**config.mk**
```make
export PLATFORM = sky130hd
export DESIGN_NAME = snitch_fpu_dispatch
export DESIGN_NICKNAME = d
export VERILOG_FILES = /design/src/rtl/snitch_pkg.sv /design/src/rtl/snitch_fpu_dispatch.sv
export SDC_FILE = /design/constraint.sdc
export NUM_CORES = 1
export LEC_CHECK = 0
export ABC_AREA = 1
export CAP_MARGIN = 0
export CORE_AREA = 4 4 257 259
export DETAILED_ROUTE_END_ITERATION = 6
export DIE_AREA = 0 0 261 263
export HOLD_SLACK_MARGIN = 0.05
export REMOVE_ABC_BUFFERS = 1
export SYNTH_ARGS = -nofsm -noshare
export SYNTH_HDL_FRONTEND = slang
export SYNTH_SLANG_ARGS = --single-unit
```
**constraint.sdc**
```tcl
create_clock -name clk_i -period 2.9 [get_ports clk_i]
set_clock_uncertainty 0.15 [all_clocks]
set_input_delay 0.87 -clock clk_i [delete_from_list [all_inputs] [get_ports clk_i]]
set_output_delay 0.87 -clock clk_i [all_outputs]
set_load 0.02 [all_outputs]
```
**src/rtl/snitch_pkg.sv**
```systemverilog
// Shared types for the FP dispatch stage between the FP sequencer and snitch_fpu.
//   fpu_tag_t : routing tag carried with each FPU request and returned with its result
//               {is_int, rsvd, rd[4:0]}
//   fpu_req_t : FPU operation fields passed through from the decoded op
package snitch_pkg;

    typedef enum logic [2:0] {
        RNE = 3'b000,
        RTZ = 3'b001,
        RDN = 3'b010,
        RUP = 3'b011,
        RMM = 3'b100,
        DYN = 3'b111
    } roundmode_e;

    typedef enum logic [3:0] {
        FMADD, FNMSUB, ADD, MUL, DIV, SQRT, SGNJ, MINMAX,
        CMP, CLASSIFY, F2F, F2I, I2F, CPKAB, CPKCD
    } operation_e;

    typedef enum logic [2:0] {
        FP32, FP64, FP16, FP8, FP16ALT
    } fp_format_e;

    typedef enum logic [1:0] {
        INT8, INT16, INT32, INT64
    } int_format_e;

    typedef struct packed {
        logic       is_int;
        logic       rsvd;
        logic [4:0] rd;
    } fpu_tag_t;

    typedef struct packed {
        roundmode_e  rnd_mode;
        operation_e  op;
        logic        op_mod;
        fp_format_e  src_fmt;
        fp_format_e  dst_fmt;
        int_format_e int_fmt;
        logic        vectorial_op;
    } fpu_req_t;

endpackage

```
**src/rtl/snitch_fpu_dispatch.sv**
```systemverilog
// FP op dispatch: issues decoded FP ops to snitch_fpu, retires tagged results to the
// FP register file or the integer writeback port, scoreboards in-flight FP
// destinations against RAW/WAW hazards, accumulates fflags and supports fences.
// Ports:
//   clk_i, rst_ni                        clock, asynchronous active-low reset
//   op_valid_i/op_ready_o, op_i          decoded-op handshake and FPU op fields
//   rs_i, rs_used_i, rd_i, rd_is_int_i   operand/destination registers
//   fence_i                              hold issue until nothing is in flight
//   fpr_raddr_o/fpr_rdata_i              FP RF combinational read
//   fpu_in_valid_o/fpu_in_ready_i        FPU request (operands, req, tag)
//   fpu_out_valid_i/fpu_out_ready_o      FPU response (result, status, tag)
//   fpr_we_o/fpr_waddr_o/fpr_wdata_o     FP RF write port
//   int_wb_*                             integer writeback handshake
//   fflags_o, fflags_clr_i               sticky exception flags and CSR clear
//   busy_o                               ops in flight
module snitch_fpu_dispatch
    import snitch_pkg::*;
#(
    parameter int unsigned FLEN           = 64,
    parameter int unsigned MaxOutstanding = 4
) (
    input  logic                 clk_i,
    input  logic                 rst_ni,
    input  logic                 op_valid_i,
    output logic                 op_ready_o,
    input  fpu_req_t             op_i,
    input  logic [2:0][4:0]      rs_i,
    input  logic [2:0]           rs_used_i,
    input  logic [4:0]           rd_i,
    input  logic                 rd_is_int_i,
    input  logic                 fence_i,
    output logic [2:0][4:0]      fpr_raddr_o,
    input  logic [2:0][FLEN-1:0] fpr_rdata_i,
    output logic                 fpu_in_valid_o,
    input  logic                 fpu_in_ready_i,
    output logic [2:0][FLEN-1:0] fpu_operands_o,
    output fpu_req_t             fpu_req_o,
    output fpu_tag_t             fpu_tag_o,
    input  logic                 fpu_out_valid_i,
    output logic                 fpu_out_ready_o,
    input  logic [FLEN-1:0]      fpu_result_i,
    input  logic [4:0]           fpu_status_i,
    input  fpu_tag_t             fpu_tag_i,
    output logic                 fpr_we_o,
    output logic [4:0]           fpr_waddr_o,
    output logic [FLEN-1:0]      fpr_wdata_o,
    output logic                 int_wb_valid_o,
    input  logic                 int_wb_ready_i,
    output logic [4:0]           int_wb_rd_o,
    output logic [31:0]          int_wb_data_o,
    output logic [4:0]           fflags_o,
    input  logic                 fflags_clr_i,
    output logic                 busy_o
);

    localparam int unsigned CntW = $clog2(MaxOutstanding + 1);

    typedef enum logic {RUN, DRAIN} state_e;

    state_e          state_q;
    logic [31:0]     sb_q, sb_d;
    logic [CntW-1:0] cnt_q, cnt_d;
    logic [4:0]      fflags_q, fflags_d;
    logic            hazard, stall, issue, retire;

    // ---------------- issue side ----------------
    always_comb begin
        hazard = ~rd_is_int_i & sb_q[rd_i];
        for (int unsigned i = 0; i < 3; i++) begin
            hazard = hazard | (rs_used_i[i] & sb_q[rs_i[i]]);
        end
    end

    // A fence arriving with ops in flight must not let its own op slip out in the
    // cycle before the FSM reaches DRAIN, so it stalls combinationally as well.
    assign stall = hazard
                 | (cnt_q == CntW'(MaxOutstanding))
                 | (state_q == DRAIN)
                 | (fence_i & (cnt_q != '0));

    assign fpu_in_valid_o = op_valid_i & ~stall;
    assign op_ready_o     = fpu_in_ready_i & ~stall;
    assign issue          = op_valid_i & fpu_in_ready_i & ~stall;

    assign fpr_raddr_o    = rs_i;
    assign fpu_operands_o = fpr_rdata_i;
    assign fpu_req_o      = op_i;
    assign fpu_tag_o      = '{is_int: rd_is_int_i, rsvd: 1'b0, rd: rd_i};

    // ---------------- retire side ----------------
    assign fpu_out_ready_o = fpu_tag_i.is_int ? int_wb_ready_i : 1'b1;
    assign retire          = fpu_out_valid_i & fpu_out_ready_o;

    assign fpr_we_o       = fpu_out_valid_i & ~fpu_tag_i.is_int;
    assign fpr_waddr_o    = fpu_tag_i.rd;
    assign fpr_wdata_o    = fpu_result_i;
    assign int_wb_valid_o = fpu_out_valid_i & fpu_tag_i.is_int;
    assign int_wb_rd_o    = fpu_tag_i.rd;
    assign int_wb_data_o  = fpu_result_i[31:0];

    assign fflags_o = fflags_q;
    assign busy_o   = (cnt_q != '0);

    // ---------------- next state ----------------
    always_comb begin
        sb_d = sb_q;
        // Clear before set: a retiring register re-issued in the same cycle stays marked.
        if (retire && !fpu_tag_i.is_int) sb_d[fpu_tag_i.rd] = 1'b0;
        if (issue && !rd_is_int_i)       sb_d[rd_i]         = 1'b1;

        cnt_d = cnt_q + CntW'(issue) - CntW'(retire);

        fflags_d = fflags_q;
        if (fflags_clr_i)  fflags_d = retire ? fpu_status_i : '0;
        else if (retire)   fflags_d = fflags_q | fpu_status_i;
    end

    always_ff @(posedge clk_i or negedge rst_ni) begin
        if (!rst_ni) begin
            state_q  <= RUN;
            sb_q     <= '0;
            cnt_q    <= '0;
            fflags_q <= '0;
        end else begin
            sb_q     <= sb_d;
            cnt_q    <= cnt_d;
            fflags_q <= fflags_d;
            case (state_q)
                RUN:     if (fence_i && cnt_q != '0) state_q <= DRAIN;
                DRAIN:   if (cnt_d == '0)            state_q <= RUN;
                default:                             state_q <= RUN;
            endcase
        end
    end

    // ---------------- checks ----------------
    a_no_underflow: assert property (@(posedge clk_i) disable iff (!rst_ni)
        retire |-> (cnt_q != '0));
    a_sb_hit: assert property (@(posedge clk_i) disable iff (!rst_ni)
        (retire && !fpu_tag_i.is_int) |-> sb_q[fpu_tag_i.rd]);
    a_cnt_max: assert property (@(posedge clk_i) disable iff (!rst_ni)
        cnt_q <= CntW'(MaxOutstanding));
    a_rsvd_zero: assert property (@(posedge clk_i) disable iff (!rst_ni)
        retire |-> !fpu_tag_i.rsvd);

endmodule

```
After elaboration in Yosys (flattened, before gate mapping)

Cells that the tools add are included.

Flip-flop bits (word level): 41
Input bits: 317
Output and inout bits: 348
Logic and storage cells: 71

Add/subtract/negate cells: 2
Magnitude comparators: 7
Equality and inequality tests: 1
Muxes and demuxes: 21
Bitwise gates (word level): 26
Reductions and logical operators: 10

Operators by type and width:

| kind                 | count |
|---|---|
| $mux W32             | 2 |
| $and A32 B32 Y32     | 1 |
| $not A32 Y32         | 1 |
| $or A32 B32 Y32      | 1 |
| $lt A5 B6 Y1 const B | 5 |
| $bmux W1 S5          | 4 |
| $mux W5              | 3 |
| $and A1 B1 Y1        | 12 |
| $demux W1 S5         | 2 |
| $ge A5 B1 Y1 const B | 2 |
| $mux W1              | 9 |
| $or A1 B1 Y1         | 6 |
| $logic_and A1 B1 Y1  | 5 |
| $or A5 B5 Y5         | 1 |
| $not A1 Y1           | 4 |
| $add A3 B1 Y3        | 1 |
| $eq A3 B3 Y1 const B | 1 |
| $logic_not A3 Y1     | 1 |
| $reduce_bool A3 Y1   | 1 |
| $sub A3 B1 Y3        | 1 |
| $logic_not A1 Y1     | 2 |
| $pmux W1 S2          | 1 |
| $reduce_bool A2 Y1   | 1 |

Logic depth before layout (Yosys ltp)

Depth after elaboration: 16
Mapped depth: 22

Worst setup path after synthesis

No wires, ideal clock.

Path kind: input-to-reg
Start point: input rs_i[5] in the netlist's numbering
End point: register state_q
Library setup time: 0.133 ns
Arrival time: 3.288 ns
Required time: 2.617 ns
Slack: -0.671 ns
Stages: 21
Buffers on the path: 3
Path through: buf_6 > buf_2 > nand2_1 > nand3_1 > nand3_1 > nand2_1 > a21oi_1 > nand2_1 > nand3_2 > nand2_4 > nor2_8 > buf_6 > nand2_1 > ha_1 > inv_1 > ha_1 > inv_1 > fa_1 > inv_1 > o31ai_1 > o21ai_0

Cells in the longest elaborated chain, start to end: 15

Ends and longest elaborated chain:

| what                          | line                       | source |
|---|---|---|
| start, declared               | snitch_fpu_dispatch.sv:27  | `input logic [2:0][4:0] rs_i,` |
| $bmux W1 S5                   | snitch_fpu_dispatch.sv:70  | `hazard = hazard \| (rs_used_i[i] & sb_q[rs_i[i]]);` |
| $mux W1 (not written as such) | snitch_fpu_dispatch.sv:70  |  |
| $and A1 B1 Y1                 | snitch_fpu_dispatch.sv:70  |  |
| $or A1 B1 Y1 (2 in a row)     | snitch_fpu_dispatch.sv:70  |  |
| $or A1 B1 Y1                  | snitch_fpu_dispatch.sv:77  | `\| (cnt_q == CntW'(MaxOutstanding))` |
| $or A1 B1 Y1                  | snitch_fpu_dispatch.sv:78  | `\| (state_q == DRAIN)` |
| $or A1 B1 Y1                  | snitch_fpu_dispatch.sv:79  | `\| (fence_i & (cnt_q != '0));` |
| $not A1 Y1                    | snitch_fpu_dispatch.sv:83  | `assign issue = op_valid_i & fpu_in_ready_i & ~stall;` |
| $and A1 B1 Y1                 | snitch_fpu_dispatch.sv:83  |  |
| $add A3 B1 Y3                 | snitch_fpu_dispatch.sv:111 | `cnt_d = cnt_q + CntW'(issue) - CntW'(retire);` |
| $sub A3 B1 Y3                 | snitch_fpu_dispatch.sv:111 |  |
| net cnt_d[1]                  | snitch_fpu_dispatch.sv:62  | `logic [CntW-1:0] cnt_q, cnt_d;` |
| $logic_not A3 Y1              | snitch_fpu_dispatch.sv:130 | `DRAIN: if (cnt_d == '0) state_q <= RUN;` |
| $mux W1                       | snitch_fpu_dispatch.sv:130 |  |
| $pmux W1 S2                   | snitch_fpu_dispatch.sv:128 | `case (state_q)` |
| end signal, assigned          | snitch_fpu_dispatch.sv:129 | `RUN: if (fence_i && cnt_q != '0) state_q <= DRAIN;` |
| end signal, assigned          | snitch_fpu_dispatch.sv:130 |  |
| end signal, assigned          | snitch_fpu_dispatch.sv:131 | `default: state_q <= RUN;` |
| end, declared                 | snitch_fpu_dispatch.sv:60  | `state_e state_q;` |

The timed path passes the listed nets, and every way through them passes these cells. The select of a mux whose other input is x is not followed.
A chain may end at the register's enable or synchronous reset.

Worst setup path in the final report

Start point: input rd_i[0]
End point: output fpu_in_valid_o

Cells in the longest elaborated chain, start to end: 11

Ends and longest elaborated chain:

| what                          | line                      | source |
|---|---|---|
| start, declared               | snitch_fpu_dispatch.sv:29 | `input logic [4:0] rd_i,` |
| $bmux W1 S5                   | snitch_fpu_dispatch.sv:68 | `hazard = ~rd_is_int_i & sb_q[rd_i];` |
| $mux W1 (not written as such) | snitch_fpu_dispatch.sv:68 |  |
| $and A1 B1 Y1                 | snitch_fpu_dispatch.sv:68 |  |
| $or A1 B1 Y1 (3 in a row)     | snitch_fpu_dispatch.sv:70 |  |
| $or A1 B1 Y1                  | snitch_fpu_dispatch.sv:77 |  |
| $or A1 B1 Y1                  | snitch_fpu_dispatch.sv:78 |  |
| $or A1 B1 Y1                  | snitch_fpu_dispatch.sv:79 |  |
| $not A1 Y1                    | snitch_fpu_dispatch.sv:81 | `assign fpu_in_valid_o = op_valid_i & ~stall;` |
| $and A1 B1 Y1                 | snitch_fpu_dispatch.sv:81 |  |
| end, declared                 | snitch_fpu_dispatch.sv:34 | `output logic fpu_in_valid_o,` |

Every way passes these cells. The select of a mux whose other input is x is not followed.

==> load_flow_metrics.sql <==
INSERT INTO impl_metrics (metric_group, metric, value, unit) VALUES
('yosys', 'synth_cell_type_count', '33', ''),
('yosys', 'instance_count_of_the_mapped_netlist', '901', ''),
('power_and_ir_drop', 'leakage', '2.66', 'nW'),
('floorplan', 'design.portCount', '665', ''),
('yosys', 'synth_top_cell_area_share', '41.6', '%'),
('yosys', 'post_synth_main_area_contributors', 'buf_4 (42%), dfrtp_1 (17%), nand2_1 (13%)', ''),
('floorplan', 'start_util', '9.58', '%'),
('timing', 'timing_hold_violations_final', '0', ''),
('yosys', 'syn_area', '6120', 'sq um'),
('route', 'finalWirelength', '94.7', 'mm'),
('yosys', 'asyncSetResetFlopFracSynth', '100', '%'),
('timing', 'fin_crit_sh', '115', '%'),
('worst_setup_path', 'path_max_fanout', '5', ''),
('cells_and_area', 'insertedDiodeCount', '0', ''),
('placement', 'dp_hpwl', '88.6', 'mm'),
('power_and_ir_drop', 'peak_supply_drop', '0.000188', 'V'),
('clock_tree', 'cts_tree', 'built', ''),
('clock_tree', 'cts-buffers-inserted', '5', ''),
('power_and_ir_drop', 'p_per_area', '360', 'nW/um^2'),
('timing', 'setup_repair_after_global_routing_missed_its_margin', 'true', ''),
('yosys', 'yosys_warnings', '0', ''),
('timing', 'final-setup-viol-count', '5', ''),
('worst_setup_path', 'setup.worst_path.end_class', 'primary output', ''),
('floorplan', 'chipWidth', '261', 'um'),
('power_and_ir_drop', 'report.power.total', '2.31', 'mW'),
('floorplan', 'core_region_area', '63900', 'sq um'),
('placement', 'place.gp.congestion', '1.19', ''),
('yosys', 'ys_seq_area_share', '16.8', '%'),
('timing', 'timing.final.crit_period', '3320', 'ps'),
('route', 'detail_route.first_pass.iterations', '5', ''),
('worst_setup_path', 'startpoint_type', 'primary input', ''),
('global_route', 'grt_start_max_net_pins', '42', ''),
('clock_tree', 'insertion_delay', '290', 'ps'),
('worst_setup_path', 'critical_path_class', 'primary input to primary output', ''),
('clock_tree', 'clkSinkCount', '41', ''),
('clock_tree', 'cts.hold.buffers_added', '0', ''),
('clock_tree', 'cts.path.max_buffers', '2', ''),
('route', 'drt.antenna.violating_nets', '0', ''),
('clock_tree', 'worst_setup_hold_path_clk_slew', '60', 'ps'),
('clock_tree', 'cts.htree.levels', '2', ''),
('placement', 'port-buffer-count', '84', ''),
('route', 'routedWlPerCell', '60.8', 'um'),
('timing', 'tns', '-1390', 'ps'),
('cells_and_area', 'areaGrowthSynthToFinish', '4.70', '%'),
('global_route', 'antenna_violations_before_repair', '0', ''),
('floorplan', 'die-height', '263', 'um'),
('min_path', 'hold-path-cell-count', '2', ''),
('global_route', 'via_count_of_the_first_global_routing_pass', '4871', ''),
('yosys', 'yosys.cell_count.top_type', 'buf_4', ''),
('timing', 'worst_slew_pin_slew', '561', 'ps'),
('route', 'post-route-drc-count', '0', ''),
('cells_and_area', 'fin_nets', '1023', ''),
('worst_setup_path', 'r2r_cells', '20', ''),
('floorplan', 'number_of_rows_in_the_core_area', '93', ''),
('yosys', 'synthFlopType', 'dfrtp_1', ''),
('worst_setup_path', 'arrival_time_of_data_at_the_critical_path_endpoint', '2300', 'ps'),
('timing', 'relative_max_transition_margin', '62.6', '%'),
('worst_setup_path', 'critical_path_required', '1880', 'ps'),
('timing', 'fin_worst_setup_slack', '-425', 'ps'),
('floorplan', 'dieArea', '68600', 'sq um'),
('global_route', 'grt_first_pass_wirelength', '105', 'mm'),
('global_route', 'global_route.usage.total', '26.2', '%'),
('yosys', 'post_synthesis_sequential_element_count', '41', ''),
('job', 'drv.max_cap_violation_count', '0', ''),
('timing', 'maximum_clock_frequency', '0.301', 'GHz'),
('route', 'avgViaCountPerCell', '3.71', ''),
('clock_tree', 'clk_root_buffer_cell', 'clkbuf_16', ''),
('yosys', 'syn_area_per_cell', '6.79', 'sq um'),
('cells_and_area', 'register_area', '1030', 'sq um'),
('cells_and_area', 'multiInputGateArea', '2390', 'sq um'),
('status', 'failing_checks', 'negative setup slack', ''),
('timing', 'report.final.slew_viol_count', '0', ''),
('yosys', 'yosys-top-cells-count', 'buf_4 (339), nand2_1 (210), nand3_1 (104)', ''),
('cells_and_area', 'drive_above_1_share', '25.7', '%'),
('yosys', 'count_of_flip_flops_with_a_built_in_enable_after_synthesis', '0', ''),
('global_route', 'grt_overflow', '0', ''),
('yosys', 'synth_area_leader_cell', 'buf_4', ''),
('min_path', 'worst_hold_path_type', 'register to register', ''),
('route', 'routed-via-count', '5780', ''),
('route', 'dr.first_iter.drc_count', '775', ''),
('cells_and_area', 'layout.filler_cells', '7429', ''),
('status', 'run_status', 'finished, violations left', '');
-- per-stage QoR --
step	area (sq um)	hold slack (ps)	instances	setup slack (ps)	utilization, %
floorplan	3330	366	539	-566	-
global placement	5680	365	1532	-1290	8.89
detailed placement	5680	369	1532	-1290	8.89
CTS	6190	378	1556	-577	9.69
global route	6410	413	1559	-545	10.0
finish	6410	371	1559	-425	10.0
-- layout by cell type, fill, tap and decap left out, types with 2 or more instances in the layout --
master	Yosys	routed
nor3_2	0	2
dfrtp_1	41	41
nand2_1	210	202
nand4_1	35	35
nand2_4	1	2
nor2_2	0	2
nand3_4	1	2
clkbuf_16	0	7
nand3_2	3	21
buf_12	0	8
clkinv_8	0	2
nor2_1	35	33
buf_16	0	2
inv_8	0	3
inv_1	36	29
inv_4	3	6
ha_4	0	2
buf_6	15	18
nand2_2	2	9
nand3_1	104	85
clkbuf_2	0	4
buf_2	4	4
clkdlybuf4s50_1	0	35
nor3_4	0	6
nor3b_2	0	2
buf_4	339	62
inv_2	4	4
dlygate4sd2_1	0	18
o21ai_0	38	37
-- cell type report --
cell class                 count  share of cell area (%)
multi-input combinational    454                    37.3
timing repair inverter         1                  0.0976
tap                          855                    16.7
timing repair buffer         156                    23.6
inverter                      44                    3.59
sequential                    41                    16.0
clock buffer                   5                    1.95
clock inverter                 3                   0.722
-- registers in the layout, summed over array words and instances (netlist names) --
register / count
cnt_q: 3
sb_q: 32
state_q: 1
fflags_o: 5
-- kinds of logic (layout without fill, tap and decap cells) --
| kind of cell | after synthesis | after routing | synth area share [%] |
|---|---|---|---|
| XOR/XNOR | 2 | 2 | 0.286 |
| other | 1 | 1 | 0.0613 |
| AND/OR/NAND/NOR | 405 | 405 | 29.9 |
| adder cells (fa/ha/maj) | 3 | 3 | 0.736 |
| flip-flops | 41 | 41 | 16.8 |
| AO/OA/AOI/OAI | 43 | 43 | 3.78 |
| buffers and inverters | 406 | 209 | 48.5 |
-- path summary, 6_finish.rpt --
kind	start	end	slack (ps)
setup / recovery	rd_i[0]	fpu_in_valid_o	-420
hold / removal	fflags_o[1]$_DFFE_PN0P_	fflags_o[1]$_DFFE_PN0P_	370
setup reg to reg	sb_q[12]$_DFF_PN0_	state_q$_DFF_PN0_	-70
hold reg to reg	fflags_o[1]$_DFFE_PN0P_	fflags_o[1]$_DFFE_PN0P_	370
max in group asynchronous	rst_ni	cnt_q[2]$_DFF_PN0_	1710
min in group asynchronous	rst_ni	fflags_o[4]$_DFFE_PN0P_	490
-- repair_timing --
item | 4_1_cts | 5_1_grt
pin swaps | 30 | 37
endpoints found under the hold margin | 0 | 0
buffers inserted | 11 | 2
gates resized for setup | 134 | 64
endpoints found under the setup margin | 57 | 7
cloned | 5 | 2
-- critical path, stage by stage --
cell and delay, ps:
buf_12 120, clkbuf_16 150, nand2_1 50, nand2_1 60
nand2_1 60, nand2_1 60, nand2_1 60, nand2_1 50
nor2_1 100, nand2_1 70, nand2_2 90, nand3_4 110
buf_6 140, nor3b_2 160, buf_4 160
-- where the power goes --
group	internal [mW]	switching [mW]	leakage [nW]
registers	0.635	0.0817	0.554
clock network	0.408	0.256	0.0800
logic	0.417	0.510	2.02
total	1.46	0.847	2.66
-- metal layers --
layer	GRT usage [%]	vias up	part of all wire, %
met5	8.90	-	0.83
met4	8.05	18	4.0
met3	42.1	67	35
met2	43.5	1048	47
met1	11.1	2492	14
li1	-	2155	-
No activity file was read; power rests on OpenSTA's default activity.
